==> src/rtl/mips_mc_control.sv <==
// Multicycle MIPS control sequencer: main instruction FSM, opcode decode, datapath
// enables/selects, memory handshake and retired-instruction counter.
module mips_mc_control (
  input  logic        clk,
  input  logic        rst,
  input  logic [5:0]  opcode,
  input  logic [5:0]  funct,
  input  logic        alu_zero,
  input  logic        mem_ready,
  output logic        mem_req,
  output logic        mem_we,
  output logic        iord,
  output logic        ir_we,
  output logic        pc_we,
  output logic [1:0]  pcsrc,
  output logic        rf_we,
  output logic        regdst,
  output logic        memtoreg,
  output logic        alusrca,
  output logic [1:0]  alusrcb,
  output logic [1:0]  aluop,
  output logic        illegal,
  output logic [31:0] instr_count
);

  localparam logic [5:0] OP_RTYPE = 6'h00;
  localparam logic [5:0] OP_J     = 6'h02;
  localparam logic [5:0] OP_BEQ   = 6'h04;
  localparam logic [5:0] OP_ADDI  = 6'h08;
  localparam logic [5:0] OP_LW    = 6'h23;
  localparam logic [5:0] OP_SW    = 6'h2B;

  typedef enum logic [3:0] {
    S_FETCH,
    S_DECODE,
    S_MEMADR,
    S_MEMRD,
    S_MEMWB,
    S_MEMWR,
    S_EXEC,
    S_ALUWB,
    S_BRANCH,
    S_ADDIEXEC,
    S_ADDIWB,
    S_JUMP,
    S_ERROR
  } state_t;

  state_t      state_reg;
  logic [31:0] instr_count_reg;
  logic        retire;

  // funct is decoded by the external ALU control, not here.
  logic unused_funct;
  assign unused_funct = ^funct;

  logic       mem_req_c;
  logic       mem_we_c;
  logic       ir_we_c;
  logic       pc_we_c;
  logic       rf_we_c;

  always_ff @(posedge clk or posedge rst) begin
    if (rst) begin
      state_reg       <= S_FETCH;
      instr_count_reg <= '0;
    end else begin
      if (retire)
        instr_count_reg <= instr_count_reg + 32'd1;
      case (state_reg)
        S_FETCH:    if (mem_ready) state_reg <= S_DECODE;
        S_DECODE: begin
          case (opcode)
            OP_LW, OP_SW: state_reg <= S_MEMADR;
            OP_RTYPE:     state_reg <= S_EXEC;
            OP_BEQ:       state_reg <= S_BRANCH;
            OP_ADDI:      state_reg <= S_ADDIEXEC;
            OP_J:         state_reg <= S_JUMP;
            default:      state_reg <= S_ERROR;
          endcase
        end
        S_MEMADR:   state_reg <= (opcode == OP_SW) ? S_MEMWR : S_MEMRD;
        S_MEMRD:    if (mem_ready) state_reg <= S_MEMWB;
        S_MEMWB:    state_reg <= S_FETCH;
        S_MEMWR:    if (mem_ready) state_reg <= S_FETCH;
        S_EXEC:     state_reg <= S_ALUWB;
        S_ALUWB:    state_reg <= S_FETCH;
        S_BRANCH:   state_reg <= S_FETCH;
        S_ADDIEXEC: state_reg <= S_ADDIWB;
        S_ADDIWB:   state_reg <= S_FETCH;
        S_JUMP:     state_reg <= S_FETCH;
        S_ERROR:    state_reg <= S_ERROR;
        default:    state_reg <= S_ERROR;
      endcase
    end
  end

  // Retirement happens on the edge that ends an instruction's final state.
  always_comb begin
    retire = 1'b0;
    case (state_reg)
      S_MEMWB, S_ALUWB, S_BRANCH, S_ADDIWB, S_JUMP: retire = 1'b1;
      S_MEMWR: retire = mem_ready;
      default: retire = 1'b0;
    endcase
  end

  always_comb begin
    mem_req_c = 1'b0;
    mem_we_c  = 1'b0;
    ir_we_c   = 1'b0;
    pc_we_c   = 1'b0;
    rf_we_c   = 1'b0;
    iord      = 1'b0;
    pcsrc     = 2'b00;
    regdst    = 1'b0;
    memtoreg  = 1'b0;
    alusrca   = 1'b0;
    alusrcb   = 2'b00;
    aluop     = 2'b00;
    illegal   = 1'b0;
    case (state_reg)
      S_FETCH: begin
        mem_req_c = 1'b1;
        alusrcb   = 2'b01;
        ir_we_c   = mem_ready;
        pc_we_c   = mem_ready;
      end
      S_DECODE: alusrcb = 2'b11;
      S_MEMADR: begin
        alusrca = 1'b1;
        alusrcb = 2'b10;
      end
      S_MEMRD: begin
        mem_req_c = 1'b1;
        iord      = 1'b1;
      end
      S_MEMWB: begin
        rf_we_c  = 1'b1;
        memtoreg = 1'b1;
      end
      S_MEMWR: begin
        mem_req_c = 1'b1;
        mem_we_c  = 1'b1;
        iord      = 1'b1;
      end
      S_EXEC: begin
        alusrca = 1'b1;
        aluop   = 2'b10;
      end
      S_ALUWB: begin
        rf_we_c = 1'b1;
        regdst  = 1'b1;
      end
      S_BRANCH: begin
        alusrca = 1'b1;
        aluop   = 2'b01;
        pcsrc   = 2'b01;
        pc_we_c = alu_zero;
      end
      S_ADDIEXEC: begin
        alusrca = 1'b1;
        alusrcb = 2'b10;
      end
      S_ADDIWB: rf_we_c = 1'b1;
      S_JUMP: begin
        pc_we_c = 1'b1;
        pcsrc   = 2'b10;
      end
      S_ERROR: illegal = 1'b1;
      default: illegal = 1'b1;
    endcase
  end

  // Reset kills every access and write immediately, even before the state flop settles.
  assign mem_req     = mem_req_c & ~rst;
  assign mem_we      = mem_we_c  & ~rst;
  assign ir_we       = ir_we_c   & ~rst;
  assign pc_we       = pc_we_c   & ~rst;
  assign rf_we       = rf_we_c   & ~rst;
  assign instr_count = instr_count_reg;

endmodule
==> config.mk <==
export PLATFORM = sky130hd
export DESIGN_NAME = mips_mc_control
export DESIGN_NICKNAME = d
export VERILOG_FILES = /design/src/rtl/mips_mc_control.sv
export SDC_FILE = /design/constraint.sdc
export NUM_CORES = 1
export LEC_CHECK = 0
export ABC_AREA = 1
export CAP_MARGIN = 20
export CELL_PAD_IN_SITES_DETAIL_PLACEMENT = 1
export CELL_PAD_IN_SITES_GLOBAL_PLACEMENT = 1
export CORE_MARGIN = 2
export CORE_UTILIZATION = 37
export CTS_CLUSTER_DIAMETER = 150
export DETAILED_ROUTE_END_ITERATION = 8
export GPL_TIMING_DRIVEN = 0
export PLACE_DENSITY = 0.9
export SLEW_MARGIN = 30
export SYNTH_ARGS = -nofsm -noshare
export SYNTH_HDL_FRONTEND = slang
export SYNTH_SLANG_ARGS = --single-unit
==> constraint.sdc <==
create_clock -name clk -period 4 [get_ports clk]
set_input_delay 0.8 -clock clk [delete_from_list [all_inputs] [get_ports clk]]
set_output_delay 0.8 -clock clk [all_outputs]
set_load 0.05 [all_outputs]
Word-level counts from Yosys, hierarchy flattened
Index checks and enable logic that the tools add are counted.
{"block": "word_totals", "regBits": 36, "inputBits": 16, "output_inout_bits": 48}
{"block": "classes", "n_addsub": 1, "eq_ne": 19, "n_mux": 20, "bitwise_logic": 6, "reduce_logical": 11}
{"operator": "adder 32 x 1 -> 32 bit (second input constant)", "count": 1}
{"operator": "one-hot mux 4 bit (8 select lines)", "count": 1}
{"operator": "one-hot mux 4 bit (5 select lines)", "count": 1}
{"operator": "== test 4 x 3 -> 1 bit (second input constant)", "count": 4}
{"operator": "== test 4 bit (second input constant)", "count": 4}
{"operator": "== test 6 bit (second input constant)", "count": 2}
{"operator": "2-to-1 mux 4 bit", "count": 3}
{"operator": "OR reduction 12 bit", "count": 1}
{"operator": "2-to-1 mux 1 bit", "count": 9}
{"operator": "== test 4 x 2 -> 1 bit (second input constant)", "count": 2}
{"operator": "one-hot mux 2 bit (2 select lines)", "count": 2}
{"operator": "== test 6 x 2 -> 1 bit (second input constant)", "count": 1}
{"operator": "== test 6 x 3 -> 1 bit (second input constant)", "count": 1}
{"operator": "== test 6 x 4 -> 1 bit (second input constant)", "count": 1}
{"operator": "logical NOT 6 bit", "count": 1}
{"operator": "inequality test 2 bit (second input constant)", "count": 3}
{"operator": "one-hot mux 2 bit (3 select lines)", "count": 1}
{"operator": "OR reduction 2 bit", "count": 3}
{"operator": "OR reduction 3 bit", "count": 2}
{"operator": "AND 1 bit", "count": 5}
{"operator": "OR reduction 5 bit", "count": 1}
{"operator": "== test 4 x 1 -> 1 bit (second input constant)", "count": 1}
{"operator": "logical NOT 4 bit", "count": 1}
{"operator": "OR reduction 4 bit", "count": 1}
{"operator": "other kinds (5)", "count": 5}

Longest topological paths before layout
Gate-level depths: netlist of run 1.
{"block": "logic_depth", "ltp_word": 4, "depth_mapped": 10, "depth_no_buf": 10}

Worst setup path before layout of run 1
No wires, ideal clock.
{"block": "synth_path", "kind": "register to output", "startpoint": "reg state_reg[2]", "endpoint": "out pc_we", "t_arrival_ns": 2.324, "setup_slack_ns": 0.876, "path_stages_with_launch": 6, "path_buffers": 0, "path_cell_list": "dfrtp_1 > nor2_1 > inv_1 > nor2_1 > inv_1 > a31oi_1"}
{"block": "synth_via", "elab_chain_cells": 3, "word_cells_on_any_way": 5}
{"item": "start, declared", "line": "49", "text": "state_t state_reg;"}
{"item": "start signal, assigned", "line": "82", "text": "S_MEMADR: state_reg <= (opcode == OP_SW) ? S_MEMWR : S_MEMRD;"}
{"item": "== test 4 bit / logical NOT 4 bit (equally long branches)", "line": "122", "text": "case (state_reg)"}
{"item": "one-hot mux 1 bit (3 select lines) *", "line": "122"}
{"item": "AND 1 bit *", "line": "179", "text": "assign pc_we = pc_we_c & ~rst;"}
{"item": "end, declared", "line": "14", "text": "output logic pc_we,"}
Every way passes the cells marked *; elsewhere a longest branch is shown, timed or not.

Final worst setup path of run 1
{"block": "layout_path", "startpoint": "in rst", "endpoint": "out mem_req"}
{"block": "layout_via", "elab_chain_cells": 2}
{"item": "start, declared", "line": "5", "text": "input logic rst,"}
{"item": "NOT 1 bit", "line": "176", "text": "assign mem_req = mem_req_c & ~rst;"}
{"item": "AND 1 bit", "line": "176"}
{"item": "end, declared", "line": "10", "text": "output logic mem_req,"}
No other way between the ends.

==> summary.txt, run 1 <==
Final layout
  • NumNets Final: 498
  • Area of the multi-input gates: 1510 µm²
  • Final non-filler cell total: 578
  • Flip-flop count of the largest register, all copies and words added: 32
  • Leading cell type in the layout, fill and taps excluded: sky130_fd_sc_hd__nand2_1
  • Fraction of layout cells with a size suffix above 1: 6.64%
  • Count of fill cells added during filler insertion: 935
  • Ant diodes: 0
  • Area growth, synth to finish: 30.9%
  • Reg area: 901 µm²
  • Final core area utilization: 50.2%
  • Commonest non-fill, non-tap cells in the layout: sky130_fd_sc_hd__nand2_1, sky130_fd_sc_hd__nor2_1, sky130_fd_sc_hd__clkdlybuf4s50_1

Routing
  • Post-detailed-route via-to-cell ratio: 4.96
  • Iteration count of the initial detailed-routing pass: 4
  • Final Routed Wirelength: 8390 µm
  • Number of design rule violations left after detail routing: 0
  • Detail Route Antenna Nets: 0
  • Wire length per cell: 14.5 µm
  • Vias: 2869
  • Iteration-0 DRC count of the detailed router: 83

Synthesis
  • Yosys cell types: 24
  • Register area share after synthesis: 34.4%
  • Total number of yosys warnings: 0
  • Cell type contributing the most total cell area after synthesis: sky130_fd_sc_hd__dfrtp_1
  • Synthesized instance count: 416
  • Number of flip-flops and latches in the synthesized netlist: 36
  • Mean Syn Cell Area: 6.30 µm²
  • Post-Syn Area: 2620 µm²
  • Net Count, Synth: 433
  • Cell types with the largest area share after synthesis: sky130_fd_sc_hd__dfrtp_1, sky130_fd_sc_hd__nand2_1, sky130_fd_sc_hd__nor2_1, sky130_fd_sc_hd__inv_1, sky130_fd_sc_hd__nand3_1
  • Top-area cell type share of the netlist area: 34.4%

Timing
  • Clock skew: 5.55 ps
  • Post-route setup TNS: 0 ps
  • Setup-violating endpoint count in the final report: 0
  • Worst max-slew margin expressed relative to the limit: 65.1%
  • Transition at the pin with the smallest max-transition slack: 521 ps
  • Time the final worst path needs with I/O delays and setup: 3460 ps
  • Final worst-path setup slack: 539 ps
  • Final worst-path cycle share: 86.5%
  • Highest clock frequency the design can meet: 289 MHz
  • Total count of hold-check failures in the final report: 0
  • Count of pins over their slew limit: 0
  • Unrepaired setup endpoints after global routing: no

Floorplan
  • Die extent in x: 88.1 µm
  • Initial core utilization: 38.3%
  • Die Height: 88.1 µm
  • Number of top-level pins: 64
  • Number of rows created at floorplan: 30
  • Floorplan die area: 7770 µm²
  • Core Region: 6830 µm²

CTS
  • CTS-repair resized insts: 0
  • Bufs on Longest Clock Path: 2
  • Clock tree from TritonCTS: yes
  • H-tree level count: 2
  • CTS Buf Count: 5
  • Clock slew seen by the registers of the worst setup and hold paths: 70 ps
  • CTS Sinks: 36
  • Number of setup buffers added after CTS: 0
  • Hold buffer count at cts: 0
  • Root buffer selected by CTS: sky130_fd_sc_hd__clkbuf_8
  • Clock network latency to the later pin of the worst-skew pair: 290 ps

Worst setup path
  • CP Launch Type: input port
  • Worst-path maximum fanout: 18
  • Critical Path Sink Type: output port
  • Required arrival time at the worst endpoint: 3200 ps
  • Crit path arrival time: 2660 ps
  • Classification of the worst setup path: in2out

Pwr
  • Share of power burned in registers: 54.4%
  • Switching portion of total power: 22.7%
  • Total power: 0.000669 W
  • NetSw: 0.000152 W
  • Worst IR Drop VDD: 0.000130 V
  • Part of the total power dissipated in the clock network: 41.3%
  • Power density over cell area: 195 nW/µm²
  • Combinational share of power: 4.3%
  • Static power due to leakage: 1.53 nW
  • Power Internal: 0.000517 W

Global route
  • Congestion Overflow GR: 0
  • Global-route wire length before repair: 14200 µm
  • GR peak layer: met2
  • Maximum number of pins on one net before global-route repair: 22
  • Global routing met1 resource utilization: 29.8%
  • Overall fraction of global-route tracks in use: 23.3%
  • Via count of the first global-routing pass: 2985
  • Number of antenna violations at the first check in global routing: 0
  • GRT met3 Usage: 3.39%
  • GR met2 Demand/Resource: 41.7%

Job
  • Number of maximum-capacitance violations: 0

Placement
  • Placement-stage worst setup slack: 494 ps
  • Post-detail-place hpwl: 6790 µm
  • Global placer's final weighted congestion: 0.901
  • I/O Buffers: 57
  • Number of placed instances, taps included: 570

Run status
  • Outcome: finished clean

Hold path
  • Worst min-delay path category: reg2reg
cell families after synthesis:
family | count (synthesis) | share of synthesized area [%]
flops | 36 | 34.4
fa+ha+maj | 1 | 0.478
buf+inv | 46 | 7.79
simple gates | 307 | 49.2
xor+xnor | 14 | 5.83
compound gates | 12 | 2.34
power by group through the flow:
stage / registers, W / logic [W] / clock network (W)
2_1_floorplan: 0.000371 / 0.0000108 / 0
3_3_place_gp: 0.000371 / 0.0000246 / 0
3_5_place_dp: 0.000371 / 0.0000294 / 0
4_1_cts: 0.000364 / 0.0000295 / 0.000278
5_1_grt: 0.000364 / 0.0000324 / 0.000291
6_report: 0.000364 / 0.0000288 / 0.000276
stage by stage:
step / cell area (µm²) / hold slack (ps)
after floorplan: 2620 / 482
after global placement: 3310 / 506
after detailed placement: 3340 / 520
after CTS: 3430 / 530
after global routing: 3430 / 553
final: 3430 / 525
Yosys cell counts (all sizes together):
| library cell | n |
|---|---|
| buf | 6 |
| inv | 40 |
| nand3b | 11 |
| xor2 | 8 |
| xnor2 | 6 |
| nor3 | 1 |
| a31oi | 1 |
| nand2 | 181 |
| nor2 | 83 |
| ha | 1 |
| o21ai | 7 |
| a21oi | 4 |
| nand3 | 24 |
| nand4 | 7 |
| dfrtp | 36 |
critical path, stage by stage:
cell	delay [ps]
sky130_fd_sc_hd__clkdlybuf4s50_1	480
sky130_fd_sc_hd__inv_2	350
sky130_fd_sc_hd__o21ai_0	160
sky130_fd_sc_hd__inv_1	70
sky130_fd_sc_hd__clkdlybuf4s50_1	800
metal layers:
layer,vias up,wire (µm)
met5,-,0
met3,11,224
met1,1404,3870
met2,46,4180
li1,1408,-
met4,0,121
worst paths after layout:
path                                                  from                          end  slack, ps  cells after the start
min in group asynchronous                              rst     state_reg[0]$_DFFE_PP0P_        920                      2
worst min register to register  instr_count[6]$_DFFE_PP0P_   instr_count[6]$_DFFE_PP0P_        520                      1
worst max register to register  instr_count[0]$_DFFE_PP0P_  instr_count[28]$_DFFE_PP0P_       2240                      8
worst min-delay path            instr_count[6]$_DFFE_PP0P_   instr_count[6]$_DFFE_PP0P_        520                      1
worst max-delay path                                   rst                      mem_req        540                      5
max in group asynchronous                              rst  instr_count[15]$_DFFE_PP0P_       2630                      3
final cells by class:
| class | count | area share, % |
|---|---|---|
| Sequential cell | 36 | 26.3 |
| Clock buffer | 8 | 2.63 |
| Inverter | 40 | 4.38 |
| Multi-Input combinational cell | 334 | 44.2 |
| Tap cell | 96 | 3.50 |
| Timing Repair Buffer | 58 | 17.5 |
| Buffer | 6 | 1.57 |
(Power assumes the default switching activity.)
==> run 2, diff against run 1 <==
==> constraint.sdc (replaced) <==
create_clock -name clk -period 4 [get_ports clk]
set_input_delay 0.8 -clock clk [delete_from_list [all_inputs] [get_ports clk]]
set_output_delay 0.8 -clock clk [all_outputs]
set_load 0.01 [all_outputs]
==> results of run 2 <==
The final DEF is identical to that of run 1. Status: finished clean.
Among the figures that moved: setup slack after placement 494 ps -> 761 ps; setup slack after layout 539 ps -> 806 ps
==> RTL edit (flow settings as in run 1) <==
Register the output `instr_count` once more, cleared by the reset; this adds one clock of latency there. The other outputs are not delayed to match.
--- a/src/rtl/mips_mc_control.sv
+++ b/src/rtl/mips_mc_control.sv
@@ -178,6 +178,12 @@
   assign ir_we       = ir_we_c   & ~rst;
   assign pc_we       = pc_we_c   & ~rst;
   assign rf_we       = rf_we_c   & ~rst;
-  assign instr_count = instr_count_reg;
+  always_ff @(posedge clk or posedge rst) begin
+    if (rst) begin
+      instr_count <= '0;
+    end else begin
+      instr_count <= instr_count_reg;
+    end
+  end
 
 endmodule
Check against the original RTL: not equivalent (a bounded check fails within 4 cycles, from zero or initial values and one cycle with rst high).
==> RTL edit against run 1 <==
Sequential cell count is 32 higher; critical path depth unchanged; routed wire length is 1.1% higher; first-iteration DRC count down 28%; power grew 100%; synthesized area rose by 24%; final area up 22%; worst setup slack better by 11 ps; critical endpoint is now rf_we; highest routed layer unchanged.
==> RTL edit: results (changes against run 1) <==
run status: complete, no violations (unchanged)
Routability Congestion: 0.8861 (was 0.9008)
buffer share of cell area: 0.1539 (was 0.1902)
clk_lat worst skew: 340 ps (was 290 ps)
synth unique cells: 23 (was 24)
VDD IR max: 0.1311 mV (was 0.1296 mV)
Multi-Input Combinational: 303 (was 334)
Seq power: 0.000687 W (was 0.000364 W)
Placed Cells: 581 (was 570)
# rows: 34 (was 30)
routed vias/inst: 4.906 (was 4.964)
Final nets: 501 (was 498)
Non-CTS buffers: 65 (was 64)
Placed Area: 0.003976 sq mm (was 0.003337 sq mm)
multi-input combinational area share: 0.3225 (was 0.4418)
critical path arrival: 2650 ps (was 2660 ps)
minimum clock period: 3451 ps (was 3461 ps)
Avg Cell Area, Syn: 7.827 sq um (was 6.295 sq um)
Seq area share: 0.4057 (was 0.2629)
Hold Path Cell Cnt: 0 (was 1)
Crit Path Max Fanout: 33 (was 18)
clock sink count: 68 (was 36)
TritonCTS Buffers: 9 (was 5)
max FFs per register: 64 (was 32)
LEAKAGE: 1.913 nW (was 1.531 nW)
H-tree depth: 3 (was 2)
Total GRT Usage: 0.1900 (was 0.2328)
switching pwr: 0.0002697 W (was 0.0001517 W)
largest net degree at the start of global routing: 39 (was 22)
clock-cell share of area: 0.05191 (was 0.02629)
worst r2r src: instr_count_reg[0] (was instr_count[0])
slew margin rel.: 0.6286 (was 0.6515)
non-filler instance count after layout: 597 (was 578)
final WL: 8.481 mm (was 8.391 mm)
worst flop-to-flop path endpoint: instr_count_reg[20] (was instr_count[28])
-- RTL edit: cell types whose count changed after synthesis, sizes merged, moves of 2 or more --
cell	delta
dfrtp	+32
nand2	-21
nor2	-10
o21ai	-5
xnor2	+5
xor2	-5
nand4	+4
inv	-3
a21oi	-2
and2	+2
nand3b	-2
-- RTL edit: cell families after synthesis --
| group | synth area share |
|---|---|
| AOI/OAI and AO/OA | 0.01002 |
| buffers and inverters | 0.05971 |
| DFF | 0.5239 |
| and+or+nand+nor | 0.3648 |
| adders and majority gates | 0.003851 |
| xor gates and xnor gates | 0.03775 |
-- RTL edit: routing by layer --
layer | wire [microns] | part of all wire | GRT usage
met1 | 3633 | 0.43 | 0.2245
met2 | 4461 | 0.53 | 0.3480
met3 | 192 | 0.023 | 0.02590
met4 | 193 | 0.023 | 0.07265
met5 | 0 | 0 | 0
